[src/rtl/rasterix_display_pkg.sv]
// Shared display-path definitions: pixel format, AXI constants, panel size and width helpers.
package rasterix_display_pkg;

    localparam int         PIXEL_W        = 16;
    localparam logic [1:0] AXI_BURST_INCR = 2'b01;
    localparam int         PANEL_W        = 480;
    localparam int         PANEL_H        = 320;

    // Bits needed to hold the values 0..n inclusive.
    function automatic int cnt_w(input int n);
        return (n < 2) ? 1 : $clog2(n + 1);
    endfunction

    // Bits needed to index n entries (0..n-1).
    function automatic int idx_w(input int n);
        return (n < 2) ? 1 : $clog2(n);
    endfunction

    typedef enum logic [1:0] {
        RD_IDLE,
        RD_CHECK,
        RD_ADDR,
        RD_DRAIN
    } rd_state_t;

endpackage

[src/rtl/sync_fifo.sv]
// Single-clock first-word-fall-through FIFO; a push on a full FIFO is taken when a pop happens in the same cycle.
module sync_fifo
    import rasterix_display_pkg::*;
#(
    parameter int WIDTH = 64,
    parameter int DEPTH = 32
) (
    input  logic                    aclk,
    input  logic                    resetn,
    input  logic                    push,
    input  logic [WIDTH-1:0]        din,
    input  logic                    pop,
    output logic [WIDTH-1:0]        dout,
    output logic                    full,
    output logic                    empty,
    output logic [cnt_w(DEPTH)-1:0] count
);

    localparam int AW = idx_w(DEPTH);
    localparam int CW = cnt_w(DEPTH);

    logic [WIDTH-1:0] mem [DEPTH];
    logic [AW-1:0]    wr_ptr;
    logic [AW-1:0]    rd_ptr;
    logic             do_push;
    logic             do_pop;

    assign empty   = (count == '0);
    assign full    = (count == CW'(DEPTH));
    assign do_pop  = pop && !empty;
    assign do_push = push && (!full || do_pop);
    assign dout    = mem[rd_ptr];

    always_ff @(posedge aclk) begin
        if (do_push) mem[wr_ptr] <= din;
    end

    always_ff @(posedge aclk) begin
        if (!resetn) begin
            wr_ptr <= '0;
            rd_ptr <= '0;
            count  <= '0;
        end else begin
            if (do_push) wr_ptr <= (wr_ptr == AW'(DEPTH - 1)) ? '0 : wr_ptr + 1'b1;
            if (do_pop)  rd_ptr <= (rd_ptr == AW'(DEPTH - 1)) ? '0 : rd_ptr + 1'b1;
            count <= count + CW'(do_push) - CW'(do_pop);
        end
    end

endmodule

[src/rtl/framebuffer_stream_reader.sv]
// Fetches one RGB565 frame over AXI4 read bursts into a beat FIFO and streams it out
// one pixel per AXIS beat, with tlast on the final pixel of the frame.
module framebuffer_stream_reader
    import rasterix_display_pkg::*;
#(
    parameter int DATA_WIDTH  = 64,
    parameter int ADDR_WIDTH  = 32,
    parameter int BURST_LEN   = 16,
    parameter int FIFO_DEPTH  = 32,
    parameter int PIXEL_COUNT = PANEL_W * PANEL_H
) (
    input  logic                  aclk,
    input  logic                  resetn,
    input  logic                  start,
    input  logic [ADDR_WIDTH-1:0] base_addr,
    output logic                  busy,
    output logic [ADDR_WIDTH-1:0] m_axi_araddr,
    output logic [7:0]            m_axi_arlen,
    output logic [2:0]            m_axi_arsize,
    output logic [1:0]            m_axi_arburst,
    output logic                  m_axi_arvalid,
    input  logic                  m_axi_arready,
    input  logic [DATA_WIDTH-1:0] m_axi_rdata,
    input  logic [1:0]            m_axi_rresp,
    input  logic                  m_axi_rlast,
    input  logic                  m_axi_rvalid,
    output logic                  m_axi_rready,
    output logic                  m_axis_tvalid,
    input  logic                  m_axis_tready,
    output logic                  m_axis_tlast,
    output logic [PIXEL_W-1:0]    m_axis_tdata
);

    localparam int PPB         = DATA_WIDTH / PIXEL_W;
    localparam int TOTAL_BEATS = PIXEL_COUNT * PIXEL_W / DATA_WIDTH;
    localparam int BEAT_BYTES  = DATA_WIDTH / 8;
    localparam int BL_W        = cnt_w(TOTAL_BEATS);
    localparam int LEN_W       = cnt_w(BURST_LEN);
    localparam int OCC_W       = cnt_w(FIFO_DEPTH);
    localparam int SEL_W       = idx_w(PPB);
    localparam int PIX_W       = idx_w(PIXEL_COUNT);

    typedef struct packed {
        logic [ADDR_WIDTH-1:0] addr;
        logic [7:0]            len;
    } ar_req_t;

    rd_state_t             state;
    ar_req_t               ar_q;
    logic [ADDR_WIDTH-1:0] addr_q;
    logic [BL_W-1:0]       beats_left;
    logic [LEN_W-1:0]      len_q;
    logic [OCC_W-1:0]      outstanding;
    logic [31:0]           len_w;
    logic [31:0]           used_w;
    logic                  credit_ok;

    logic                  fifo_full;
    logic                  fifo_empty;
    logic                  fifo_pop;
    logic [OCC_W-1:0]      fifo_count;
    logic [DATA_WIDTH-1:0] fifo_dout;

    logic [PPB-1:0][PIXEL_W-1:0] cur_beat;
    logic [SEL_W-1:0]            pix_sel;
    logic [PIX_W-1:0]            pix_cnt;
    logic                        out_free;
    logic                        more_in_beat;
    logic                        load_pix;
    logic [PIXEL_W-1:0]          next_pix;

    logic ar_hs;
    logic r_hs;
    logic pix_hs;
    logic unused_inputs;

    assign m_axi_araddr  = ar_q.addr;
    assign m_axi_arlen   = ar_q.len;
    assign m_axi_arsize  = 3'($clog2(BEAT_BYTES));
    assign m_axi_arburst = AXI_BURST_INCR;
    assign m_axi_rready  = !fifo_full;

    assign ar_hs  = m_axi_arvalid && m_axi_arready;
    assign r_hs   = m_axi_rvalid && m_axi_rready;
    assign pix_hs = m_axis_tvalid && m_axis_tready;

    // Beats are counted on arrival, so burst boundaries and error responses don't matter here.
    assign unused_inputs = ^{m_axi_rresp, m_axi_rlast};

    // Credit: FIFO entries already holding data plus beats promised by issued bursts.
    always_comb begin
        len_w     = (32'(beats_left) < 32'(BURST_LEN)) ? 32'(beats_left) : 32'(BURST_LEN);
        used_w    = 32'(fifo_count) + 32'(outstanding);
        credit_ok = (32'(FIFO_DEPTH) - used_w) >= len_w;
    end

    always_ff @(posedge aclk) begin
        if (!resetn) begin
            state         <= RD_IDLE;
            busy          <= 1'b0;
            ar_q          <= '0;
            m_axi_arvalid <= 1'b0;
            addr_q        <= '0;
            beats_left    <= '0;
            len_q         <= '0;
            outstanding   <= '0;
        end else begin
            outstanding <= outstanding + (ar_hs ? OCC_W'(len_q) : '0) - OCC_W'(r_hs);
            case (state)
                RD_IDLE: begin
                    if (start) begin
                        addr_q     <= base_addr;
                        beats_left <= BL_W'(TOTAL_BEATS);
                        busy       <= 1'b1;
                        state      <= RD_CHECK;
                    end
                end
                RD_CHECK: begin
                    if (credit_ok) begin
                        ar_q.addr     <= addr_q;
                        ar_q.len      <= 8'(len_w - 32'd1);
                        len_q         <= LEN_W'(len_w);
                        m_axi_arvalid <= 1'b1;
                        state         <= RD_ADDR;
                    end
                end
                RD_ADDR: begin
                    if (m_axi_arready) begin
                        m_axi_arvalid <= 1'b0;
                        addr_q        <= addr_q + ADDR_WIDTH'(32'(len_q) * 32'(BEAT_BYTES));
                        beats_left    <= beats_left - BL_W'(len_q);
                        state         <= (beats_left == BL_W'(len_q)) ? RD_DRAIN : RD_CHECK;
                    end
                end
                RD_DRAIN: begin
                    if (outstanding == '0 && pix_hs && m_axis_tlast) begin
                        busy  <= 1'b0;
                        state <= RD_IDLE;
                    end
                end
                default: state <= RD_IDLE;
            endcase
        end
    end

    sync_fifo #(
        .WIDTH (DATA_WIDTH),
        .DEPTH (FIFO_DEPTH)
    ) u_beat_fifo (
        .aclk   (aclk),
        .resetn (resetn),
        .push   (r_hs),
        .din    (m_axi_rdata),
        .pop    (fifo_pop),
        .dout   (fifo_dout),
        .full   (fifo_full),
        .empty  (fifo_empty),
        .count  (fifo_count)
    );

    // The next beat is popped in the same cycle its predecessor's last pixel is accepted.
    always_comb begin
        out_free     = !m_axis_tvalid || m_axis_tready;
        more_in_beat = m_axis_tvalid && (pix_sel != SEL_W'(PPB - 1));
        fifo_pop     = out_free && !more_in_beat && !fifo_empty;
        load_pix     = out_free && (more_in_beat || !fifo_empty);
        next_pix     = more_in_beat ? cur_beat[pix_sel + 1'b1] : fifo_dout[PIXEL_W-1:0];
    end

    always_ff @(posedge aclk) begin
        if (!resetn) begin
            m_axis_tvalid <= 1'b0;
            m_axis_tlast  <= 1'b0;
            m_axis_tdata  <= '0;
            cur_beat      <= '0;
            pix_sel       <= '0;
            pix_cnt       <= '0;
        end else if (out_free) begin
            m_axis_tvalid <= load_pix;
            if (load_pix) begin
                m_axis_tdata <= next_pix;
                m_axis_tlast <= (pix_cnt == PIX_W'(PIXEL_COUNT - 1));
                pix_cnt      <= (pix_cnt == PIX_W'(PIXEL_COUNT - 1)) ? '0 : pix_cnt + 1'b1;
                if (more_in_beat) begin
                    pix_sel <= pix_sel + 1'b1;
                end else begin
                    pix_sel  <= '0;
                    cur_beat <= fifo_dout;
                end
            end
        end
    end

endmodule
[config.mk]
export PLATFORM = sky130hd
export DESIGN_NAME = framebuffer_stream_reader
export DESIGN_NICKNAME = d
export VERILOG_FILES = /design/src/rtl/rasterix_display_pkg.sv /design/src/rtl/sync_fifo.sv /design/src/rtl/framebuffer_stream_reader.sv
export SDC_FILE = /design/constraint.sdc
export NUM_CORES = 2
export LEC_CHECK = 0
export ABC_CLOCK_PERIOD_IN_PS = 8550
export BUFFER_PORTS_ARGS = -buffer_cell sky130_fd_sc_hd__buf_2
export CELL_PAD_IN_SITES_DETAIL_PLACEMENT = 1
export CELL_PAD_IN_SITES_GLOBAL_PLACEMENT = 1
export CORE_UTILIZATION = 45
export CTS_BUF_LIST = sky130_fd_sc_hd__clkbuf_8
export CTS_CLUSTER_SIZE = 24
export DETAILED_ROUTE_END_ITERATION = 10
export PLACE_DENSITY = 0.72
export SLEW_MARGIN = 10
export SYNTH_ARGS = -nofsm -noshare
export SYNTH_HDL_FRONTEND = slang
export SYNTH_SLANG_ARGS = --single-unit
[constraint.sdc]
create_clock -name aclk -period 8.55 [get_ports aclk]
set_input_delay 0.855 -clock aclk [delete_from_list [all_inputs] [get_ports aclk]]
set_output_delay 0.855 -clock aclk [all_outputs]
set_load 0.005 [all_outputs]
==> flow_metrics.tcl <==
set metrics [dict create \
    drc 0 \
    htreeDepth 5 \
    hold_buffers 0 \
    cp_max_fo 33 \
    holdPathStages 3 \
    gp_congestion 0.778 \
    hold_viol_final 0 \
    area_growth_pct 12.5 \
    routedWlPerCell_um 31.4 \
    cap_violations 0 \
    postCtsSetupRepairBufs 0 \
    port-buffer-count 162 \
    powerDensity_mw_per_mm2 273 \
    grt_usage_pct 24.2 \
    critPathKind "reg2reg" \
    worst_slew_pin_slew_ns 1.25 \
    die-area_sq_mm 0.197 \
    cts_sinks 2274 \
    rsz0062_at_grt "no" \
    r2r_cells 9 \
    pin_count 171 \
    post_cts_resized 0 \
    drt_iter0_drc 5291 \
    peakVddDrop_uv 185 \
    final_area_sq_mm 0.0990 \
    hpwlAfterDp_um 128000 \
    async_flop_share_pct 0 \
    initial_core_util_pct 45.5 \
    period_needed_ns 4.31 \
    rows 161 \
    vias 47000 \
    cts_tree "built" \
    finalSetupTns_ns 0 \
    synth_edf_count 2048 \
    syn_area_per_cell_sq_um 19.9 \
    hp-class "in2reg" \
    power.leakage_nw 31.2 \
    cts_root_buf "clkbuf_8" \
    grt_pass1_wl_um 343000 \
    synth_cell_types 81 \
    endpoint_kind "register" \
    finalNetCount 4980 \
    grt_max_degree 108 \
    grt_overflow 0 \
    clk_pin_slew_worst_paths_ns 0.06 \
    max_slew_margin_pct 16.8 \
    cp.arrival_ns 4.91 \
    fp.dieH_um 444 \
    ant_nets 0 \
    core-area_sq_mm 0.193 \
    drive_gt1_share_pct 26.8 \
    cts_buffers 378 \
    viasPerCell 6.16 \
    fmaxAchievable_mhz 232 \
    finalClockSkew_ns 0.113 \
    cts_buffer_depth 4 \
    slew_viol_final 0 \
    grt_pass1_vias 49000 \
    fin_crit_sh_pct 50.4 \
    die_w_um 444 \
    synth_cells 4412 \
    place_area_sq_mm 0.0920 \
    startpoint_type "register" \
    setup_viol 0 \
    ys_warn_count 0 \
    totalWireLength_um 240000 \
    worstSkewPairLatency_ns 1.07 \
    dr.pass1.iters 5 \
    yosysSeqAreaShare_pct 75.0 \
    synth-main-ff-cell "edfxtp_1" \
    cp.required_ns 9.15 \
    antenna_found_initial 31 \
    outcome "complete, no violations" \
    post_synth_instance_area_sq_mm 0.0880 \
    ys_ff_latch 2274 \
]
## sequential cells by signal, indices dropped and copies added (netlist names), 6 cells and up, named ones only
| signal | cells |
|---|---|
| m_axi_araddr | 32 |
| u_beat_fifo.mem | 2048 |
| addr_q | 32 |
| cur_beat | 64 |
| m_axi_arlen | 8 |
| pix_cnt | 18 |
| outstanding | 6 |
| m_axis_tdata | 16 |
| beats_left | 16 |
| u_beat_fifo.count | 6 |
## metrics by stage
step / std cells / power, W / util, % / hold slack (ns) / setup WS, ns
finish: 7640 / 0.0270 / 51.2 / 0.125 / 4.24
global route: 7636 / 0.0281 / 51.2 / 0.0661 / 3.82
CTS: 7626 / 0.0273 / 51.2 / 0.0196 / 4.17
detailed placement: 6951 / 0.0184 / 47.6 / 0.454 / 3.99
global placement: 6951 / 0.0183 / 47.6 / 0.447 / 4.09
floorplan: 4426 / 0.0167 / - / 0.437 / -0.0442
## critical path, cell delays in order (launching register included)
cell       delay (ns)
dfxtp_1          0.33
inv_1            0.09
ha_1             0.24
nand4bb_1        0.13
nand2_1          0.21
clkinv_1         0.24
nand2_1          0.51
nor2_4           0.75
buf_4            0.56
buf_4            0.81
## synth_stat cells (9+ instances only)
cell type | instances | area (sq um)
o21ai_0 | 119 | 596
nor3_1 | 36 | 180
a21o_1 | 13 | 97.6
o221ai_1 | 48 | 420
o22ai_1 | 35 | 219
xnor2_1 | 17 | 149
a21oi_1 | 109 | 546
mux4_2 | 528 | 11900
nor2b_1 | 23 | 144
clkbuf_1 | 158 | 593
a22oi_1 | 120 | 901
nor2_1 | 118 | 443
buf_2 | 66 | 330
nand3_1 | 85 | 425
xor2_1 | 27 | 236
inv_1 | 50 | 188
ha_1 | 65 | 813
o21ai_1 | 38 | 190
dfxtp_1 | 226 | 4520
mux2i_1 | 66 | 661
a211oi_1 | 30 | 225
and3_1 | 10 | 62.6
a21oi_2 | 37 | 324
nand2_1 | 104 | 390
buf_1 | 29 | 109
or3_1 | 9 | 56.3
edfxtp_1 | 2048 | 61500
a221oi_1 | 55 | 482
## report_power, final
group,leakage [nW],total (W),switching [W],internal (W)
clock network,4.10,0.00890,0.00427,0.00463
logic,6.75,0.00512,0.00294,0.00218
registers,20.3,0.0130,0.000506,0.0125
total,31.2,0.0270,0.00772,0.0193
## cells in the final DEF, fill, tap and decap left out, types with 35 or more instances in the layout
cell / synthesis / final
buf_4: 8 / 97
nand3_1: 85 / 85
a22oi_1: 120 / 120
o21ai_1: 38 / 38
a21oi_2: 37 / 37
inv_1: 50 / 197
ha_1: 65 / 65
a21oi_1: 109 / 109
buf_2: 66 / 161
nand2_1: 104 / 103
mux4_2: 528 / 528
a221oi_1: 55 / 55
edfxtp_1: 2048 / 2048
clkinv_1: 2 / 66
clkinv_2: 0 / 36
dfxtp_1: 226 / 221
o21ai_0: 119 / 119
mux2i_1: 66 / 66
o22ai_1: 35 / 35
o221ai_1: 48 / 48
nor3_1: 36 / 35
clkbuf_8: 0 / 409
nor2_1: 118 / 89
## kinds of logic (layout without fill, tap and decap cells)
logic type      after synthesis  in the layout  share of synthesized area (%)
mux                         597            597                           14.3
other cells                   2             30                        0.00854
buf+inv                     318            992                           1.54
xor+xnor                     44             44                          0.438
fa+ha+maj                    70             70                           1.04
compound gates              649            649                           5.01
flops                      2274           2274                           75.0
simple gates                458            458                           2.62
## worst paths after layout
kind                            slack (ns)                  from                      end
worst max-delay path                  4.24  u_beat_fifo.count[2]  u_beat_fifo.mem[24][42]
worst min-delay path                  0.12          base_addr[2]                addr_q[2]
worst max register to register        4.24  u_beat_fifo.count[2]  u_beat_fifo.mem[24][42]
worst min register to register        0.45             addr_q[0]          m_axi_araddr[0]
## area by class of cell
cell class	instances	area, sq um
Fill cell	17600	94400
Sequential cell	2274	66000
Multi-Input combinational cell	1834	20900
Clock buffer	409	5630
Tap cell	2526	3160
Timing Repair Buffer	264	1650
Clock inverter	266	1300
Inverter	53	201
Antenna cell	14	35.0
## layer usage
layer / up-vias / routed length, um / global-route usage (%) / share of wire, %
li1: 19200 / - / - / -
met1: 25000 / 92900 / 31.6 / 39
met2: 2322 / 120000 / 40.4 / 50
met3: 516 / 19500 / 4.76 / 8.1
met4: 10 / 8160 / 8.60 / 3.4
met5: - / 62 / 0 / 0.026
Power figures use the tool's default switching activity.
